File: config.mk
export PLATFORM = sky130hd
export DESIGN_NAME = vec_row_feeder
export DESIGN_NICKNAME = d
export VERILOG_FILES = /design/src/rtl/vec_row_feeder_pkg.sv /design/src/rtl/vec_fifo2.sv /design/src/rtl/vec_row_feeder.sv
export SDC_FILE = /design/constraint.sdc
export NUM_CORES = 1
export LEC_CHECK = 0
export CORE_MARGIN = 4
export CORE_UTILIZATION = 46
export DETAILED_ROUTE_END_ITERATION = 7
export GPL_TIMING_DRIVEN = 0
export PLACE_DENSITY = 0.76
export SLEW_MARGIN = 30
export SYNTH_ARGS = -nofsm -noshare
export SYNTH_HDL_FRONTEND = slang
export SYNTH_SLANG_ARGS = --single-unit
File: constraint.sdc
create_clock -name clk -period 5.72 [get_ports clk]
set_clock_uncertainty 0.2 [all_clocks]
set_input_delay 1.716 -clock clk [delete_from_list [all_inputs] [get_ports clk]]
set_output_delay 1.716 -clock clk [all_outputs]
set_load 0.03 [all_outputs]
File: src/rtl/vec_row_feeder_pkg.sv
// Shared types for the vector row feeder.
// Provides defaults for the element count and element width when the build does not supply
// MAX_EMBEDDING_DIM / INTEGER_WIDTH, the vector type, the feeder FSM state enum and a helper
// that sums FIFO occupancy and in-flight reads into a credit count.
// No ports (package).

`ifndef MAX_EMBEDDING_DIM
`define MAX_EMBEDDING_DIM 4
`endif
`ifndef INTEGER_WIDTH
`define INTEGER_WIDTH 16
`endif

package vec_row_feeder_pkg;

    localparam int unsigned VEC_LEN_DEF    = `MAX_EMBEDDING_DIM;
    localparam int unsigned DATA_WIDTH_DEF = `INTEGER_WIDTH;

    typedef logic [VEC_LEN_DEF-1:0][DATA_WIDTH_DEF-1:0] vec_t;

    typedef enum logic [1:0] {
        StIdle,
        StRun,
        StDone
    } feeder_state_e;

    // Slots committed once this cycle's pop has drained: stored + in flight - popping now.
    function automatic logic [2:0] credits_used(input logic [1:0] occ, input logic inflight,
                                                input logic pop);
        return {1'b0, occ} + {2'b00, inflight} - {2'b00, pop};
    endfunction

endpackage

File: src/rtl/vec_fifo2.sv
// Two-entry vector FIFO used as the output skid buffer of the row feeder.
// Ports:
//   i_clk, i_rst    clock, synchronous active-high reset (empties the FIFO)
//   i_push, i_data  write one vector
//   i_pop           remove the head (caller guarantees non-empty)
//   o_full, o_empty occupancy flags
//   o_head          current head vector, held until popped

module vec_fifo2
    import vec_row_feeder_pkg::*;
#(
    parameter int unsigned VEC_LEN    = VEC_LEN_DEF,
    parameter int unsigned DATA_WIDTH = DATA_WIDTH_DEF
) (
    input  logic                                i_clk,
    input  logic                                i_rst,
    input  logic                                i_push,
    input  logic [VEC_LEN-1:0][DATA_WIDTH-1:0]  i_data,
    input  logic                                i_pop,
    output logic                                o_full,
    output logic                                o_empty,
    output logic [VEC_LEN-1:0][DATA_WIDTH-1:0]  o_head
);

    logic [VEC_LEN-1:0][DATA_WIDTH-1:0] r_mem [2];
    logic                               r_wptr;
    logic                               r_rptr;
    logic [1:0]                         r_cnt;

    // Storage needs no reset; occupancy is tracked by the pointers and count.
    always_ff @(posedge i_clk) begin
        if (i_push) begin
            r_mem[r_wptr] <= i_data;
        end
    end

    always_ff @(posedge i_clk) begin
        if (i_rst) begin
            r_wptr <= 1'b0;
            r_rptr <= 1'b0;
            r_cnt  <= 2'd0;
        end else begin
            if (i_push) begin
                r_wptr <= ~r_wptr;
            end
            if (i_pop) begin
                r_rptr <= ~r_rptr;
            end
            case ({i_push, i_pop})
                2'b10:   r_cnt <= r_cnt + 2'd1;
                2'b01:   r_cnt <= r_cnt - 2'd1;
                default: r_cnt <= r_cnt;
            endcase
        end
    end

    assign o_full  = (r_cnt == 2'd2);
    assign o_empty = (r_cnt == 2'd0);
    assign o_head  = r_mem[r_rptr];

endmodule

File: src/rtl/vec_row_feeder.sv
// Vector row feeder: accepts (base, rows) commands, reads rows from a 1-cycle-latency SRAM port
// and streams them out as vectors under vld_out/rdy_in backpressure at up to one per cycle.
// Ports:
//   clk, rst             clock, synchronous active-high reset (aborts any command)
//   cmd_vld/cmd_rdy      command handshake; cmd_rdy high only when idle
//   cmd_base, cmd_rows   first row address, number of rows (0 allowed)
//   mem_ren, mem_addr    SRAM read request
//   mem_rdata            SRAM data, valid the cycle after mem_ren
//   vld_out/rdy_in       output vector handshake
//   vec_out              output vector (FIFO head)
//   last                 only with VEC_ROW_FEEDER_LAST_EN: marks the final vector of a command
//   done                 one-cycle pulse after the final handshake of a command
// Build option: define VEC_ROW_FEEDER_LAST_EN to add the last port.

module vec_row_feeder
    import vec_row_feeder_pkg::*;
#(
    parameter int unsigned VEC_LEN    = VEC_LEN_DEF,
    parameter int unsigned DATA_WIDTH = DATA_WIDTH_DEF,
    parameter int unsigned ADDR_WIDTH = 8,
    parameter int unsigned CNT_WIDTH  = 8
) (
    input  logic                               clk,
    input  logic                               rst,
    input  logic                               cmd_vld,
    output logic                               cmd_rdy,
    input  logic [ADDR_WIDTH-1:0]              cmd_base,
    input  logic [CNT_WIDTH-1:0]               cmd_rows,
    output logic                               mem_ren,
    output logic [ADDR_WIDTH-1:0]              mem_addr,
    input  logic [VEC_LEN-1:0][DATA_WIDTH-1:0] mem_rdata,
    output logic                               vld_out,
    input  logic                               rdy_in,
    output logic [VEC_LEN-1:0][DATA_WIDTH-1:0] vec_out,
`ifdef VEC_ROW_FEEDER_LAST_EN
    output logic                               last,
`endif
    output logic                               done
);

    feeder_state_e         r_state;
    feeder_state_e         w_state_d;
    logic [ADDR_WIDTH-1:0] r_addr;
    logic [CNT_WIDTH-1:0]  r_issue_left;
    logic [CNT_WIDTH-1:0]  r_out_left;
    logic                  r_inflight;

    logic                  w_full;
    logic                  w_empty;
    logic                  w_pop;
    logic                  w_accept;
    logic [1:0]            w_occ;
    logic [2:0]            w_credit;

    vec_fifo2 #(
        .VEC_LEN    (VEC_LEN),
        .DATA_WIDTH (DATA_WIDTH)
    ) u_fifo (
        .i_clk   (clk),
        .i_rst   (rst),
        .i_push  (r_inflight),
        .i_data  (mem_rdata),
        .i_pop   (w_pop),
        .o_full  (w_full),
        .o_empty (w_empty),
        .o_head  (vec_out)
    );

    assign vld_out  = ~w_empty;
    assign w_pop    = vld_out & rdy_in;
    assign w_accept = cmd_vld & cmd_rdy;
    assign w_occ    = {w_full, ~w_full & ~w_empty};
    // A read may issue only if its data is guaranteed a FIFO slot when it lands next cycle.
    assign w_credit = credits_used(w_occ, r_inflight, w_pop);
    assign mem_addr = r_addr;
    assign done     = (r_state == StDone);

`ifdef VEC_ROW_FEEDER_LAST_EN
    assign last = vld_out & (r_out_left == CNT_WIDTH'(1));
`endif

    always_comb begin
        w_state_d = r_state;
        cmd_rdy   = 1'b0;
        mem_ren   = 1'b0;
        unique case (r_state)
            StIdle: begin
                cmd_rdy = 1'b1;
                if (cmd_vld) begin
                    w_state_d = (cmd_rows == '0) ? StDone : StRun;
                end
            end
            StRun: begin
                mem_ren = (r_issue_left != '0) && (w_credit < 3'd2);
                if (w_pop && (r_out_left == CNT_WIDTH'(1))) begin
                    w_state_d = StDone;
                end
            end
            StDone: begin
                w_state_d = StIdle;
            end
            default: begin
                w_state_d = StIdle;
            end
        endcase
    end

    always_ff @(posedge clk) begin
        if (rst) begin
            r_state      <= StIdle;
            r_addr       <= '0;
            r_issue_left <= '0;
            r_out_left   <= '0;
            r_inflight   <= 1'b0;
        end else begin
            r_state    <= w_state_d;
            r_inflight <= mem_ren;
            if (w_accept) begin
                r_addr       <= cmd_base;
                r_issue_left <= cmd_rows;
                r_out_left   <= cmd_rows;
            end else begin
                if (mem_ren) begin
                    r_addr       <= r_addr + ADDR_WIDTH'(1);
                    r_issue_left <= r_issue_left - CNT_WIDTH'(1);
                end
                if (w_pop) begin
                    r_out_left <= r_out_left - CNT_WIDTH'(1);
                end
            end
        end
    end

endmodule

Word level (Yosys, flattened, before mapping)
Memory sizes are Yosys's and may differ from the RTL's. A register that Yosys moved wholly into a read port is not among the register bits.
Cells that the tools add are included.
{ "word_totals": {"register_bits": 31, "ram_bits": 128, "input_bits": 84, "word_cells": 59, "n_memories": 1} }
{ "op_classes": {"addsub": 7, "order_cmp": 1, "eq_ne": 8, "muxes": 17, "n_bitwise": 7, "n_reduce_logical": 10} }
{ "mem_list": {"columns": ["name", "words", "word_bits", "rd", "rd_ports_with_merged_regs", "wr", "line", "source"], "rows": [
  ["u_fifo.r_mem", 2, 64, 1, 1, 1, "vec_fifo2.sv:25", "logic [VEC_LEN-1:0][DATA_WIDTH-1:0] r_mem [2];"]
]} }
{ "ops": {"columns": ["cell", "n"], "rows": [
  ["$mux W8", 6],
  ["$sub A8 B1 Y8 const B", 2],
  ["$add A8 B1 Y8 const B", 1],
  ["$eq A8 B1 Y1 const B", 1],
  ["$logic_not A8 Y1", 1],
  ["$pmux W2 S2", 2],
  ["$reduce_bool A8 Y1", 1],
  ["$eq A2 B2 Y1 const B", 3],
  ["$mux W1", 6],
  ["$mux W2", 3],
  ["$reduce_bool A2 Y1", 3],
  ["$eq A2 B1 Y1 const B", 2],
  ["$logic_not A2 Y1", 2],
  ["$ne A2 B2 Y1 const B", 2],
  ["$not A1 Y1", 4],
  ["$add A2 B1 Y3", 1],
  ["$and A1 B1 Y1", 3],
  ["$lt A3 B2 Y1 const B", 1],
  ["$sub A3 B1 Y3", 1],
  ["$add A2 B1 Y2 const B", 1],
  ["$logic_and A1 B1 Y1", 2],
  ["$reduce_and A2 Y1", 1],
  ["$sub A2 B1 Y2 const B", 1]
]} }

Longest topological paths before layout
{ "depth": {"word_depth": 10, "ltp_mapped": 10} }

Cells and area by module
Synthesis repeated with hierarchy kept, for this count alone.
{ "hier_totals": {"cells_unflattened": 403, "area_unflattened_um2": 6384.9} }
{ "modules_own_cells": {"columns": ["module", "n_inst", "cells_per_inst", "area_each_um2"], "rows": [
  ["vec_fifo2", 1, 221, 4819.6],
  ["vec_row_feeder", 1, 182, 1565.3]
]} }

Worst setup path after synthesis
Ideal clock, no wire load.
{ "synth_timing": {"kind": "input-to-output", "from": "input port rdy_in", "to": "output port mem_ren", "t_arrival_ns": 2.936, "required_ns": 3.804, "setup_slack_ns": 0.868, "path_stages": 7, "n_path_buf": 1, "path_cell_list": "and3b_1 -> o21a_1 -> ha_1 -> nor3b_2 -> o211ai_4 -> inv_4 -> buf_6"} }
{ "synth_between": {"elab_chain_len": 5} }
{ "synth_lines": {"columns": ["element", "line", "source"], "rows": [
  ["start, declared", "vec_row_feeder.sv:33", "input logic rdy_in,"],
  ["$and A1 B1 Y1", "vec_row_feeder.sv:70", "assign w_pop = vld_out & rdy_in;"],
  ["$sub A3 B1 Y3", "vec_row_feeder_pkg.sv:30", "return {1'b0, occ} + {2'b00, inflight} - {2'b00, pop};"],
  ["$lt A3 B2 Y1", "vec_row_feeder.sv:94", "mem_ren = (r_issue_left != '0) && (w_credit < 3'd2);"],
  ["$logic_and A1 B1 Y1", "vec_row_feeder.sv:94", null],
  ["$mux W1", "vec_row_feeder.sv:86", "unique case (r_state)"],
  ["end, declared", "vec_row_feeder.sv:29", "output logic mem_ren,"]
]} }
Every way passes these cells.

Worst setup path in the final report
Same ends and word-level chain as after synthesis.

==> impl_metrics.toml <==
[setup_path]
critPathLaunchType = "input port"
crit_arrival_ns = 3.54
cp.buffers_inverters = 4
ff2ff_setup_slack_ns = 2.96
slowest_stage = "clkdlybuf4s15_2"
timing.critical_path.to_type = "primary output"
reg2reg_from = "u_fifo.r_cnt[0]"
worstPathRequired_ns = 3.80
max_stage_delay_ns = 0.31
path_depth = 9
reg2reg_depth = 8
path_delay_family = "buffers and inverters"
r2r_end = "mem_addr[6]"
crit_path_max_fanout = 10
path_cells = "clkbuf_2 > and3b_1 > o21a_1 > ha_1 > nor3b_4 > o211ai_4 > inv_4 > buf_6 > clkdlybuf4s15_2"
critPathKind = "input port to primary output"

[power_and_ir_drop]
clockPowerShare_pct = 34.6
power_switching_mw = 0.780
p_seq_share_pct = 45.6
cellPowerDensity_mw_per_mm2 = 337
pwr-share-comb_pct = 19.9
p_leak_nw = 2.95
peakVddDrop_mv = 0.172
p_sw_share_pct = 26.2
p_int_mw = 2.19

[detailed_routing]
avgRoutedWirePerCell_um = 18.1
vias = 4134
firstDrtPassIters = 4
finalWirelength_mm = 14.0
viasPerCell = 5.34
ant_nets = 0
drc_errors = 0
drt_iter0_drc = 206

[outcome]
status = "finished clean"

[clock_tree]
cts_tree = "done"
worstSkewPairLatency_ns = 0.42
cts_made_buffers = 17
clkTransAtPathRegs_ns = 0.06
cts_sinks = 160
cts_root_buffer = "clkbuf_16"
clockBufferDepth = 2
h-tree-depth = 4

[layout]
multi_input_area_sq_mm = 0.00177
register_area_sq_mm = 0.00448
final_cells = 774
num-fill-cells = 966
final_common_cell = "clkdlybuf4s50_1"
diodes = 0
layout-drive-gt1-share_pct = 20.4
final_cell_mix = "clkdlybuf4s50_1, edfxtp_1, mux2_2"
layout.nets = 675
area_delta_synth_final_pct = 38.7

[logic_synthesis]
syn_nets = 494
netlist-cell-type-count = 53
async_flop_share_pct = 0
synth_edf_count = 128
syn_area_sq_mm = 0.00637
synth_ff_type = "edfxtp_1"
synth_warnings = 0
syn_area_per_cell_sq_um = 15.8
yosysSeqAreaShare_pct = 70.4
syn_inst = 404
ys_ff_latch = 160

[grt]
grt_max_degree = 41
grt_pass1_vias = 4341
grt_usage_pct = 18.1
antenna_found_initial = 0
grt_overflow_total = 0
grt_pass1_wl_mm = 22.5

[sta]
fmax_mhz = 183
tightest_slew_ns = 0.660
hold_slack_ns = 0.291
setup_viol_count_final = 0
layout_min_cycle_time_ns = 5.45
drv_slew = 0
rsz0062_at_grt = "false"
timing.slew.headroom_pct = 56.0
fin_setup_tns_ns = 0
period_share_pct = 95.3
hold_viol_final = 0

[placement]
placedCellCount = 742
portBuffers = 158
place_congestion = 0.888
hpwlAfterDp_mm = 9.83

[floorplanning]
rows = 42
start_util_pct = 47.5
core_region_area_sq_mm = 0.0134
die_area_sq_mm = 0.0158
pin_count = 160
die_x_um = 126
die_y_um = 126

[worst_hold_path]
holdPathStages = 2
hold_class = "flop to flop"
min_from = "r_issue_left[0]"
whs_endpoint = "r_issue_left[0]"

[run]
maxCapViolCount = 0
==> state kept, by name (all words and copies together), names as in the netlist, named ones only <==
| register | cells |
|---|---|
| mem_addr | 8 |
| r_inflight | 1 |
| r_issue_left | 8 |
| r_out_left | 8 |
| r_state | 2 |
| u_fifo.r_cnt | 2 |
| u_fifo.r_mem | 128 |
| u_fifo.r_rptr | 1 |
| u_fifo.r_wptr | 1 |
==> metrics by stage <==
step,power [mW],area [sq um],worst slack (ns),utilization [%]
final,2.97,8830,0.268,65.9
after global routing,3.10,8830,0.210,65.9
after CTS,3.00,8820,0.0646,65.9
after detailed placement,1.97,8280,-0.555,61.8
after global placement,1.94,8170,-0.534,61.0
after floorplan,1.72,6370,0.868,-
==> area by class of cell <==
cell class	count	share of cell area [%]
clock buffer	18	4.86
multi-input combinational	215	20.1
clock inverter	14	1.30
tap	176	2.49
inverter	9	0.411
sequential	160	50.8
timing repair buffer	162	19.0
buffer	20	1.02
==> synth_stat cells, drive strengths merged (5+ instances only) <==
library cell	count	share of area, %
a211oi	5	0.59
nor2	21	1.2
mux2	64	11
o21bai	6	0.71
clkbuf	18	1.1
nand2	7	0.41
ha	6	1.2
nor4	5	0.49
inv	9	0.57
or3	9	1.0
nand3	5	0.39
xnor2	8	1.1
a21oi	11	0.86
edfxtp	128	60
dfxtp	32	10
a31oi	7	0.69
o21ai	7	0.61
==> tightest hold or removal path, delay by kind of cell, from the launching register on <==
kind / cells / cell delay [ns]
AOI/OAI and AO/OA: 1 / 0.06
and+or+nand+nor: 1 / 0.07
DFF: 1 / 0.32
==> repair_timing <==
| item | 4_1_cts | 5_1_grt |
|---|---|---|
| setup buffers | 0 | 0 |
| gates cloned | 0 | 0 |
| pin swaps | 0 | 0 |
| gates resized for setup | 4 | 3 |
| setup endpoints to repair | 1 | 1 |
| hold buffers | 0 | 0 |
==> worst max-delay path by stage <==
stage	startpoint	end	slack, ns
after floorplan	rdy_in	mem_ren	0.87
after global placement	rdy_in	mem_ren	-0.53
after detailed placement	rdy_in	mem_ren	-0.56
after CTS	rdy_in	mem_ren	0.06
after global routing	rdy_in	mem_ren	0.21
final	rdy_in	mem_ren	0.27
==> logic make-up (layout without fill, tap and decap cells) <==
group	count (synthesis)	count (layout)	synth area share (%)
compound gates	55	55	6.29
xor+xnor	10	10	1.38
fa+ha+maj	6	6	1.18
buf+inv	29	223	1.99
flops	160	160	70.4
mux	65	65	11.5
simple gates	79	79	7.25
==> power groups by stage <==
stage | Combinational [mW] | Sequential [mW] | Clock [mW]
6_report | 0.591 | 1.35 | 1.03
5_1_grt | 0.630 | 1.36 | 1.11
4_1_cts | 0.595 | 1.35 | 1.05
3_5_place_dp | 0.591 | 1.38 | 0
3_3_place_gp | 0.566 | 1.38 | 0
2_1_floorplan | 0.332 | 1.39 | 0
==> metal layers <==
metal  wire [um]  GRT usage (%)
met2        6970           29.5
met3         961           5.29
met1        5960           23.6
met5           0              0
met4         114           5.55
Note: power is estimated with default switching activity, not from simulation.
